[config.mk]
export PLATFORM = sky130hd
export DESIGN_NAME = button_debouncer
export DESIGN_NICKNAME = d
export VERILOG_FILES = /design/src/rtl/button_debouncer.sv
export SDC_FILE = /design/constraint.sdc
export NUM_CORES = 1
export LEC_CHECK = 0
export CAP_MARGIN = 20
export CORE_MARGIN = 8
export CORE_UTILIZATION = 35
export DETAILED_ROUTE_END_ITERATION = 12
export GPL_TIMING_DRIVEN = 1
export PLACE_DENSITY_LB_ADDON = 0.25
export SLEW_MARGIN = 30
export SYNTH_ARGS = -nofsm -noshare
export SYNTH_HDL_FRONTEND = slang
export SYNTH_SLANG_ARGS = --single-unit
[constraint.sdc]
create_clock -name clk -period 5.3 [get_ports clk]
set_clock_uncertainty 0.15 [all_clocks]
set_input_delay 0.53 -clock clk [delete_from_list [all_inputs] [get_ports clk]]
set_output_delay 0.53 -clock clk [all_outputs]
set_load 0.005 [all_outputs]
[src/rtl/button_debouncer.sv]
// button_debouncer: per-button two-flop synchroniser, stability-counter
// debounce filter and registered press/release pulse generation for
// active-low push-button pins.
// Optional feature: define BTN_AUTOREPEAT_EN to add a per-button auto-repeat
// FSM that re-issues btn_press while the button stays held.
module button_debouncer #(
  parameter int N_BTN           = 2,
  parameter int DEBOUNCE_CYCLES = 250000,
  parameter int REPEAT_DELAY    = 25000000,
  parameter int REPEAT_PERIOD   = 5000000
) (
  input  logic             clk,
  input  logic             reset,
  input  logic [N_BTN-1:0] w_button,
  output logic [N_BTN-1:0] btn_level,
  output logic [N_BTN-1:0] btn_press,
  output logic [N_BTN-1:0] btn_release
);

  localparam int CNT_W = (DEBOUNCE_CYCLES > 1) ? $clog2(DEBOUNCE_CYCLES) : 1;
  localparam logic [CNT_W-1:0] CNT_MAX = CNT_W'(DEBOUNCE_CYCLES - 1);

  if (DEBOUNCE_CYCLES < 2 || REPEAT_DELAY < 1 || REPEAT_PERIOD < 1) begin : g_param_check
    $error("button_debouncer: illegal parameter value");
  end

`ifdef BTN_AUTOREPEAT_EN
  typedef enum logic [1:0] {
    ST_IDLE   = 2'd0,
    ST_DELAY  = 2'd1,
    ST_REPEAT = 2'd2
  } rpt_state_t;

  localparam int RPT_MAX = (REPEAT_DELAY > REPEAT_PERIOD) ? REPEAT_DELAY : REPEAT_PERIOD;
  localparam int RPT_W   = $clog2(RPT_MAX) + 1;
  localparam logic [RPT_W-1:0] DLY_END = RPT_W'(REPEAT_DELAY - 1);
  localparam logic [RPT_W-1:0] PER_END = RPT_W'(REPEAT_PERIOD - 1);
`endif

  for (genvar i = 0; i < N_BTN; i++) begin : g_btn
    logic             r_sync1;
    logic             r_sync2;
    logic [CNT_W-1:0] r_cnt;
    logic             r_level;
    logic             r_press;
    logic             r_release;
    logic             w_done;
    logic             w_rise;
    logic             w_fall;
    logic             w_rpt_pulse;

    // The filter accepts the synchronised state once it has differed from
    // the debounced level for DEBOUNCE_CYCLES consecutive cycles.
    assign w_done = (r_sync2 != r_level) && (r_cnt == CNT_MAX);
    assign w_rise = w_done && r_sync2;
    assign w_fall = w_done && !r_sync2;

    // Two-flop synchroniser on the inverted (active-high pressed) pin.
    always_ff @(posedge clk or posedge reset) begin
      if (reset) begin
        r_sync1 <= 1'b0;
        r_sync2 <= 1'b0;
      end else begin
        r_sync1 <= ~w_button[i];
        r_sync2 <= r_sync1;
      end
    end

    // Stability counter: any agreement with the current level restarts it.
    always_ff @(posedge clk or posedge reset) begin
      if (reset) begin
        r_cnt   <= '0;
        r_level <= 1'b0;
      end else if (r_sync2 == r_level) begin
        r_cnt <= '0;
      end else if (r_cnt == CNT_MAX) begin
        r_level <= r_sync2;
        r_cnt   <= '0;
      end else begin
        r_cnt <= r_cnt + 1'b1;
      end
    end

    // Registered pulses, aligned with the cycle the debounced level changes.
    always_ff @(posedge clk or posedge reset) begin
      if (reset) begin
        r_press   <= 1'b0;
        r_release <= 1'b0;
      end else begin
        r_press   <= w_rise | w_rpt_pulse;
        r_release <= w_fall;
      end
    end

`ifdef BTN_AUTOREPEAT_EN
    rpt_state_t       r_state;
    rpt_state_t       w_state_nxt;
    logic [RPT_W-1:0] r_rcnt;
    logic [RPT_W-1:0] w_rcnt_nxt;

    // Auto-repeat state and timer registers.
    always_ff @(posedge clk or posedge reset) begin
      if (reset) begin
        r_state <= ST_IDLE;
        r_rcnt  <= '0;
      end else begin
        r_state <= w_state_nxt;
        r_rcnt  <= w_rcnt_nxt;
      end
    end

    // Repeat timing: a debounced release wins over a due repeat pulse.
    always_comb begin
      w_state_nxt = r_state;
      w_rcnt_nxt  = r_rcnt;
      w_rpt_pulse = 1'b0;
      case (r_state)
        ST_IDLE: begin
          if (w_rise) begin
            w_state_nxt = ST_DELAY;
            w_rcnt_nxt  = '0;
          end
        end
        ST_DELAY: begin
          if (w_fall) begin
            w_state_nxt = ST_IDLE;
            w_rcnt_nxt  = '0;
          end else if (r_rcnt == DLY_END) begin
            w_rpt_pulse = 1'b1;
            w_state_nxt = ST_REPEAT;
            w_rcnt_nxt  = '0;
          end else begin
            w_rcnt_nxt = r_rcnt + 1'b1;
          end
        end
        ST_REPEAT: begin
          if (w_fall) begin
            w_state_nxt = ST_IDLE;
            w_rcnt_nxt  = '0;
          end else if (r_rcnt == PER_END) begin
            w_rpt_pulse = 1'b1;
            w_rcnt_nxt  = '0;
          end else begin
            w_rcnt_nxt = r_rcnt + 1'b1;
          end
        end
        default: begin
          w_state_nxt = ST_IDLE;
          w_rcnt_nxt  = '0;
        end
      endcase
    end
`else
    assign w_rpt_pulse = 1'b0;
`endif

    assign btn_level[i]   = r_level;
    assign btn_press[i]   = r_press;
    assign btn_release[i] = r_release;
  end

endmodule

==> results_dict.tcl, run 1 <==
set metrics [dict create \
    die_w_um 95.5 \
    coreArea_um2 6240 \
    fin_ws_ns 3.08 \
    synth.area.mux_share_pct 1.64 \
    yosysTopAreaCell "dfrtp_1" \
    holdBufCountCts 0 \
    layout_common_cells "dfrtp_1, nor2_1, xor2_1, xnor2_1, nand4_1" \
    required_ns 5.29 \
    cap_violations 0 \
    critPathKind "reg2reg" \
    max_freq_ghz 0.450 \
    clk_pin_slew_ns 0.08 \
    rsz0062_at_grt "no" \
    fillers 608 \
    hpwlAfterDp_mm 2.53 \
    whs_endpoint "g_btn[1].r_sync2" \
    synth-edff-count 0 \
    drive_gt1_share_pct 8.37 \
    insertion_delay_ns 0.30 \
    timing.rr.end "g_btn[1].r_cnt[3]" \
    ys_top_cells_by_area "dfrtp_1, xor2_1, nor2_1, xnor2_1, nand4_1" \
    final_nets 220 \
    critPathLaunchType "flip-flop" \
    async_flop_share_pct 100 \
    track_usage_pct 9.17 \
    hp-start "g_btn[1].r_sync1" \
    r2r_cells 4 \
    syn_avg_cell_area_um2 10.5 \
    cts_sinks 46 \
    finalCriticalPeriod_ns 2.22 \
    worstMarginPinSlew_ns 0.938 \
    die_h_um 95.5 \
    hold_violations 0 \
    ant_nets 0 \
    power.leakage_uw 0.00100 \
    r2r_start "g_btn[1].r_cnt[9]" \
    grt_max_degree 47 \
    cp_max_fo 17 \
    drt-vias-per-instance 5.01 \
    synth_xor_area_share_pct 12.3 \
    antenna_found_initial 0 \
    root_buffer "clkbuf_8" \
    cts_inserted_buffers 5 \
    syn_area_um2 2210 \
    yosysUniqueCellTypes 35 \
    synth_cells 211 \
    synth-compound-area-share_pct 2.83 \
    ir_drop_v 0.000149 \
    cts_resized 0 \
    cts_setup_buffers 0 \
    hp-class "reg2reg" \
    final_max_slew_viol_count 0 \
    diodes 0 \
    synth_top_family_by_area "simple AND/OR/NAND/NOR gates" \
    num_io_pins 10 \
    grt-ovfl-total 0 \
    synthAdderAreaFrac_pct 1.13 \
    crit_arrival_ns 2.22 \
    finalSetupTns_ns 0 \
    setup_violations 0 \
    synth_flop_cell "dfrtp_1" \
    yosysSeqAreaShare_pct 52.1 \
    yosys_register_bits 46 \
    avgRoutedWirePerCell_um 13.1 \
    die_area_um2 9120 \
    slew_headroom_pct 37.3 \
    start_util_pct 35.4 \
    drt-initial-drc-count 40 \
    drt-total-wl_mm 3.83 \
    io_buffers 9 \
    syn_nets 217 \
    final_common_cell "dfrtp_1" \
    htree_levels 2 \
    via_count 1463 \
    syn_to_final_growth_pct 9.73 \
    yosys.area_share.simple_pct 25.4 \
    drc 0 \
    globalplace.congestion 0.803 \
    grt_pass1_vias 1433 \
    crit_path_end_kind "flip-flop" \
    clockBufferDepth 2 \
    cts_tree "built" \
    status "finished clean" \
    synth_top_area_share_pct 52.1 \
    rows 29 \
    dp_slack_ns 3.05 \
    firstDrtPassIters 4 \
    yosys_warnings 0 \
    period_share_pct 42.0 \
    hold_depth 0 \
    grt_pass1_wl_mm 6.60 \
    r2r_slack_ns 3.08 \
    power_density_nw_per_um2 252 \
]
==> sequential cells by signal (all words and copies together) (netlist names) <==
register and flops:
g_btn.r_cnt 36, g_btn.r_sync1 2, g_btn.r_level 2, g_btn.r_press 2, g_btn.r_release 2, g_btn.r_sync2 2
==> worst max-delay path, stage by stage, from the launching register on <==
cell and delay (ns):
dfrtp_1 0.44, nor4_1 0.30, nand2_1 0.16, o41ai_4 0.91, nor2_1 0.11
==> cells in the mapped netlist (all sizes together), types with 4 or more instances <==
master	instances
dfrtp	46
nor2	34
xor2	17
xnor2	14
nand4	13
nand3	12
buf	10
nand2	8
nor4	8
and4	7
inv	7
nor3b	5
and3	4
==> report_power, final <==
part / leakage, uW / total [uW] / switching [uW] / internal, uW
logic: 0.000324 / 21.6 / 14.3 / 7.26
registers: 0.000629 / 361 / 4.90 / 356
clock network: 0.0000478 / 228 / 121 / 107
total: 0.00100 / 611 / 140 / 470
==> worst max-delay path by stage <==
stage / from / end / slack (ns)
2_1_floorplan: g_btn[1].r_cnt[5] / g_btn[1].r_level / 3.36
3_3_place_gp: g_btn[0].r_cnt[0] / g_btn[0].r_cnt[3] / 3.02
3_5_place_dp: g_btn[1].r_cnt[9] / g_btn[1].r_cnt[3] / 3.05
4_1_cts: g_btn[1].r_cnt[9] / g_btn[1].r_cnt[3] / 3.04
5_1_grt: g_btn[1].r_cnt[4] / g_btn[1].r_cnt[5] / 2.88
6_report: g_btn[1].r_cnt[9] / g_btn[1].r_cnt[3] / 3.08
==> cell families (layout without fill, tap and decap cells) <==
family / count (synthesis) / in the layout
AOI/OAI and AO/OA: 7 / 7
xor gates and xnor gates: 31 / 31
adders and majority gates: 2 / 2
buffers and inverters: 20 / 24
DFF: 46 / 46
muxes: 3 / 3
and+or+nand+nor: 102 / 102
==> area by class of cell <==
type | instances | area (um2) | area share [%]
clock buffer | 6 | 82.6 | 3.40
multi-input combinational | 145 | 961 | 39.6
sequential | 46 | 1150 | 47.4
timing repair buffer | 9 | 90.1 | 3.71
clock inverter | 2 | 16.3 | 0.670
inverter | 7 | 28.8 | 1.19
tap | 77 | 96.3 | 3.97
==> per-stage QoR <==
stage / util [%] / instances / total power, uW / instance area [um2] / hold slack (ns)
CTS: 38.9 / 292 / 624 / 2430 / 0.204
global route: 38.9 / 292 / 642 / 2430 / 0.213
floorplan: - / 211 / 382 / 2210 / 0.181
global placement: 37.2 / 284 / 390 / 2320 / 0.181
detailed placement: 37.3 / 284 / 390 / 2330 / 0.185
finish: 38.9 / 292 / 611 / 2430 / 0.202
==> layer usage <==
layer	up-vias	wire length (um)	track usage [%]
li1	732	-	-
met1	712	1910	11.4
met2	12	1770	14.7
met3	7	97	2.83
met4	0	59	3.33
met5	-	0	0
No activity file was read; power rests on OpenSTA's default activity.
==> inputs of run 2 (changes only) <==
Clock period 5.3 ns to 1.8 ns, I/O delays scaled along.
==> run 2 against run 1 <==
Compared with the run above:
- the flow now finishes with violations (negative setup slack)
- die area stayed put
- global-route usage is 1.5 points higher
- clock-buffer cell count is 1 lower
- sequential power grew to 2.9 times the previous value
- via count is 12% higher
- sequential cell count stayed put
- fmax is 19% higher
- cell count is 15% higher
==> results_dict.tcl, run 2 (synthesis results as in run 1) <==
set metrics [dict create \
    hold_ws_ns 0.0615 \
    critical_path.slowest_cell "or4_4" \
    coreArea_um2 6240 \
    ir_drop_v 0.000431 \
    num_io_pins 10 \
    final_common_cell "dfrtp_1" \
    clk_pin_slew_ns 0.09 \
    cp_top_family "simple AND/OR/NAND/NOR gates" \
    firstDrtPassIters 4 \
    drt-total-wl_mm 4.51 \
    cap_violations 0 \
    cts_inserted_buffers 5 \
    insertion_delay_ns 0.30 \
    drive_gt1_share_pct 27.9 \
    grt_busiest_layer "met2" \
    final_nets 263 \
    worstMarginPinSlew_ns 0.373 \
    rows 29 \
    cts_tree "built" \
    cts_sinks 46 \
    critPathLaunchType "flip-flop" \
    drt-vias-per-instance 4.88 \
    grt_pass1_wl_mm 7.69 \
    grt-ovfl-total 0 \
    crit_path_end_kind "flip-flop" \
    holdBufCountCts 0 \
    slew_headroom_pct 74.9 \
    ant_nets 0 \
    final_max_slew_viol_count 0 \
    cp_cell_sequence "nor4b_2 > nand2_1 > or4_4 > mux2_4" \
    setup_violations 3 \
    globalplace.congestion 0.740 \
    grt_util_met2_pct 18.7 \
    r2r_cells 4 \
    drc 0 \
    crit_path_start "g_btn[1].r_cnt[11]" \
    cp_max_fo 4 \
    max_freq_ghz 0.533 \
    power_density_nw_per_um2 683 \
    layout_common_cells "dfrtp_1, buf_4, nor2_1, xor2_1, xnor2_1" \
    fin_ws_ns -0.0751 \
    drt-initial-drc-count 12 \
    track_usage_pct 10.7 \
    finalPower_uw 1940 \
    period_share_pct 104 \
    grt_max_degree 47 \
    status "complete, but fails checks" \
    power.leakage_uw 0.00124 \
    die_area_um2 9120 \
    start_util_pct 35.4 \
    antenna_found_initial 0 \
    critPathBufInv 0 \
    finalCriticalPeriod_ns 1.88 \
    hpwlAfterDp_mm 3.05 \
    die_w_um 95.5 \
    regMostFlops "g_btn.r_cnt" \
    crit_arrival_ns 1.92 \
    r2r_start "g_btn[1].r_cnt[11]" \
    syn_to_final_growth_pct 28.5 \
    required_ns 1.85 \
    avgRoutedWirePerCell_um 13.4 \
    io_buffers 9 \
    rsz0062_at_grt "yes" \
    grt_use_met3_pct 2.60 \
    hp-class "in2async" \
    clockBufferDepth 2 \
    finalSetupTns_ns -0.131 \
    cpPeakStageDelay_ns 0.52 \
    cp.depth 4 \
    grt.met1_usage_pct 12.2 \
    htree_levels 2 \
    via_count 1636 \
    critPathKind "reg2reg" \
    grt_pass1_vias 1709 \
    die_h_um 95.5 \
    diodes 0 \
    root_buffer "clkbuf_8" \
    r2r_slack_ns -0.08 \
    dp_slack_ns -0.110 \
    violations "negative setup slack" \
    largest_register_ffs 36 \
    hold_violations 0 \
    final_util_pct 45.5 \
]
## run 2: cell count changes in the layout (fill, tap and decap cells not counted), sizes merged
cell,previous run,this run
clkbuf,6,5
clkinv,0,1
clkinvlp,1,0
bufinv,0,1
buf,0,43
## run 2: worst min-delay path: stages
cell and delay (ns):
clkdlybuf4s50_1 0.41, inv_2 0.07, buf_12 0.24
## run 2: through the flow
step | std cells | cell area (um2)
final | 335 | 2840
after floorplan | 211 | 2210
after detailed placement | 320 | 2600
after CTS | 330 | 2760
after global routing | 335 | 2840
after global placement | 320 | 2600
## run 2: repair_timing
action                     4_1_cts  5_1_grt
pin swaps                        8        7
gates resized for setup          5       11
gates cloned                     0        1
buffers inserted                 2        5
setup endpoints to repair        5       32
## run 2: cell type report
cell class / count / area, um2
Clock buffer: 5 / 68.8
Clock inverter: 3 / 43.8
Fill cell: 601 / 3400
Inverter: 7 / 26.3
Multi-Input combinational cell: 145 / 1030
Sequential cell: 46 / 1150
Tap cell: 77 / 96.3
Timing Repair Buffer: 52 / 427
## run 2: path summary, 6_finish.rpt
check / endpoint
min in group clk: g_btn[0].r_sync1
worst max register to register: g_btn[1].r_level
max in group asynchronous: g_btn[0].r_cnt[8]
worst min register to register: g_btn[1].r_sync2
worst max-delay path: g_btn[1].r_level
worst min-delay path: g_btn[1].r_sync1
## run 2: per-layer routing
layer / share of wire, % / vias to the layer above
met1: 46 / 794
met5: 0 / -
met4: 1.7 / 0
met3: 2.4 / 8
met2: 50 / 14
li1: - / 820
## run 2: where the power goes
part           switching [uW]  internal (uW)
Combinational            51.7           43.2
Clock                     371            417
Sequential               11.1           1050
==> inputs of run 3 (changes only) <==
Clock period 1.8 ns to 1.6 ns, I/O delays scaled along.
==> run 3 against run 2 <==
Compared with the run above:
- power rose by 3.1%
- worst setup slack got worse by 0.19 ns
- core utilization rose by 5.2 points
- critical path type unchanged
- clock power fell by 15%
- routed wire length rose by 1.9%
- cell count rose by 6.3%
- global-route usage rose by 0.16 points
- sequential cell count did not move
- the flow still finishes with violations (negative setup slack)
==> results_dict.tcl, run 3 (synthesis results as in run 1) <==
set metrics [dict create \
    globalplace.congestion 0.773 \
    die_w_um 95.5 \
    layout_common_cells "buf_4, dfrtp_1, nor2_2, xor2_1" \
    root_buffer "clkbuf_8" \
    setup_violations 38 \
    p_int_uw 1540 \
    antenna_found_initial 0 \
    drc 0 \
    hp-class "in2async" \
    clock_power_share_pct 33.5 \
    finalSetupTns_ns -5.78 \
    regMostFlops "g_btn.r_cnt" \
    p_comb_share_pct 7.0 \
    drt-initial-drc-count 40 \
    final_cells 356 \
    period_share_pct 117 \
    hold_ws_ns 0.0513 \
    p_sw_uw 464 \
    die_area_um2 9120 \
    rsz0062_at_grt "yes" \
    critPathKind "reg2reg" \
    swShare_pct 23.2 \
    slew_headroom_pct 75.4 \
    cp_max_fo 4 \
    clockBufferDepth 2 \
    rows 29 \
    max_freq_ghz 0.535 \
    critical_path.slowest_cell "or4_4" \
    worstMarginPinSlew_ns 0.368 \
    hold_violations 0 \
    cts_tree "built" \
    insertion_delay_ns 0.30 \
    ant_nets 0 \
    num_io_pins 10 \
    cpPeakStageDelay_ns 0.52 \
    cp_top_family "simple AND/OR/NAND/NOR gates" \
    violations "negative setup slack" \
    cap_violations 0 \
    track_usage_pct 10.8 \
    holdBufCountCts 0 \
    largest_register_ffs 36 \
    crit_path_end_kind "flip-flop" \
    grt_pass1_wl_mm 7.73 \
    p_seq_share_pct 59.5 \
    cp_cell_sequence "nor4_2 > nand2_1 > or4_4 > mux2_4" \
    cts_inserted_buffers 5 \
    grt_pass1_vias 1712 \
    finalCriticalPeriod_ns 1.87 \
    crit_arrival_ns 1.91 \
    power.leakage_uw 0.00139 \
    start_util_pct 35.4 \
    critPathBufInv 0 \
    io_buffers 9 \
    dp_slack_ns -0.324 \
    power_density_nw_per_um2 633 \
    hpwlAfterDp_mm 3.03 \
    grt-ovfl-total 0 \
    cts_sinks 46 \
    drt-total-wl_mm 4.59 \
    htree_levels 2 \
    diodes 0 \
    drt-vias-per-instance 4.82 \
    coreArea_um2 6240 \
    required_ns 1.64 \
    final_max_slew_viol_count 0 \
    final_common_cell "buf_4" \
    dpl.cell_count 335 \
    final_nets 285 \
    fin_ws_ns -0.269 \
    avgRoutedWirePerCell_um 12.9 \
    critPathLaunchType "flip-flop" \
    clk_pin_slew_ns 0.09 \
    status "complete, but fails checks" \
    ir_drop_v 0.000370 \
    grt_max_degree 47 \
    syn_to_final_growth_pct 43.1 \
    drive_gt1_share_pct 44.1 \
    via_count 1717 \
    die_h_um 95.5 \
    firstDrtPassIters 4 \
]
[run 3: changes by cell type in the layout (fill, tap and decap cells not counted), moves of 6 or more]
cell    change
buf_4      +15
buf_6       +8
nor2_1     -24
nor2_2     +18
nor2_4      +6
[run 3: metrics by stage]
stage / cell area (um2) / util (%) / total power [uW]
floorplan: 2250 / - / 1270
global placement: 2750 / 44.0 / 1320
detailed placement: 2750 / 44.0 / 1320
CTS: 2960 / 47.4 / 2030
global route: 3160 / 50.7 / 2100
finish: 3160 / 50.7 / 2000
[run 3: cell type report]
type	count	area, um2
clock buffer	5	68.8
multi-input combinational	145	1190
clock inverter	2	10.0
fill	567	3080
sequential	46	1150
tap	77	96.3
timing repair buffer	74	624
inverter	7	26.3
[run 3: worst register-to-register path, cell delays in order (launching register included)]
cell and delay, ns:
dfrtp_1 0.40, nor4_2 0.29, nand2_1 0.11, or4_4 0.52
mux2_4 0.31
[run 3: metal layers]
metal / track usage [%] / wire length [um] / vias up
li1: - / - / 866
met1: 12.3 / 1980 / 829
met2: 19.3 / 2410 / 16
met3: 2.91 / 138 / 6
met4: 3.46 / 65 / 0
met5: 0 / 0 / -
[run 3: what timing repair did]
action	4_1_cts	5_1_grt
endpoints found under the setup margin	42	41
pin swaps	24	14
setup buffers	5	9
resized for setup	23	34
cloned	1	0
[run 3: path summary, 6_finish.rpt]
check	cells past startpoint	to	startpoint	slack, ns
min	3	g_btn[0].r_press	reset	0.05
min reg2reg	0	g_btn[0].r_sync2	g_btn[0].r_sync1	0.21
max reg2reg	4	g_btn[1].r_level	g_btn[1].r_cnt[9]	-0.27
min in group clk	2	g_btn[1].r_sync1	w_button[1]	0.18
max	4	g_btn[1].r_level	g_btn[1].r_cnt[9]	-0.27
max in group asynchronous	3	g_btn[1].r_cnt[2]	reset	1.02
[run 3: power groups by stage]
stage / clock network [uW] / logic (uW) / registers [uW]
floorplan: 0 / 55.3 / 1220
global placement: 0 / 107 / 1220
detailed placement: 0 / 106 / 1220
CTS: 708 / 132 / 1190
global route: 751 / 155 / 1190
finish: 671 / 139 / 1190
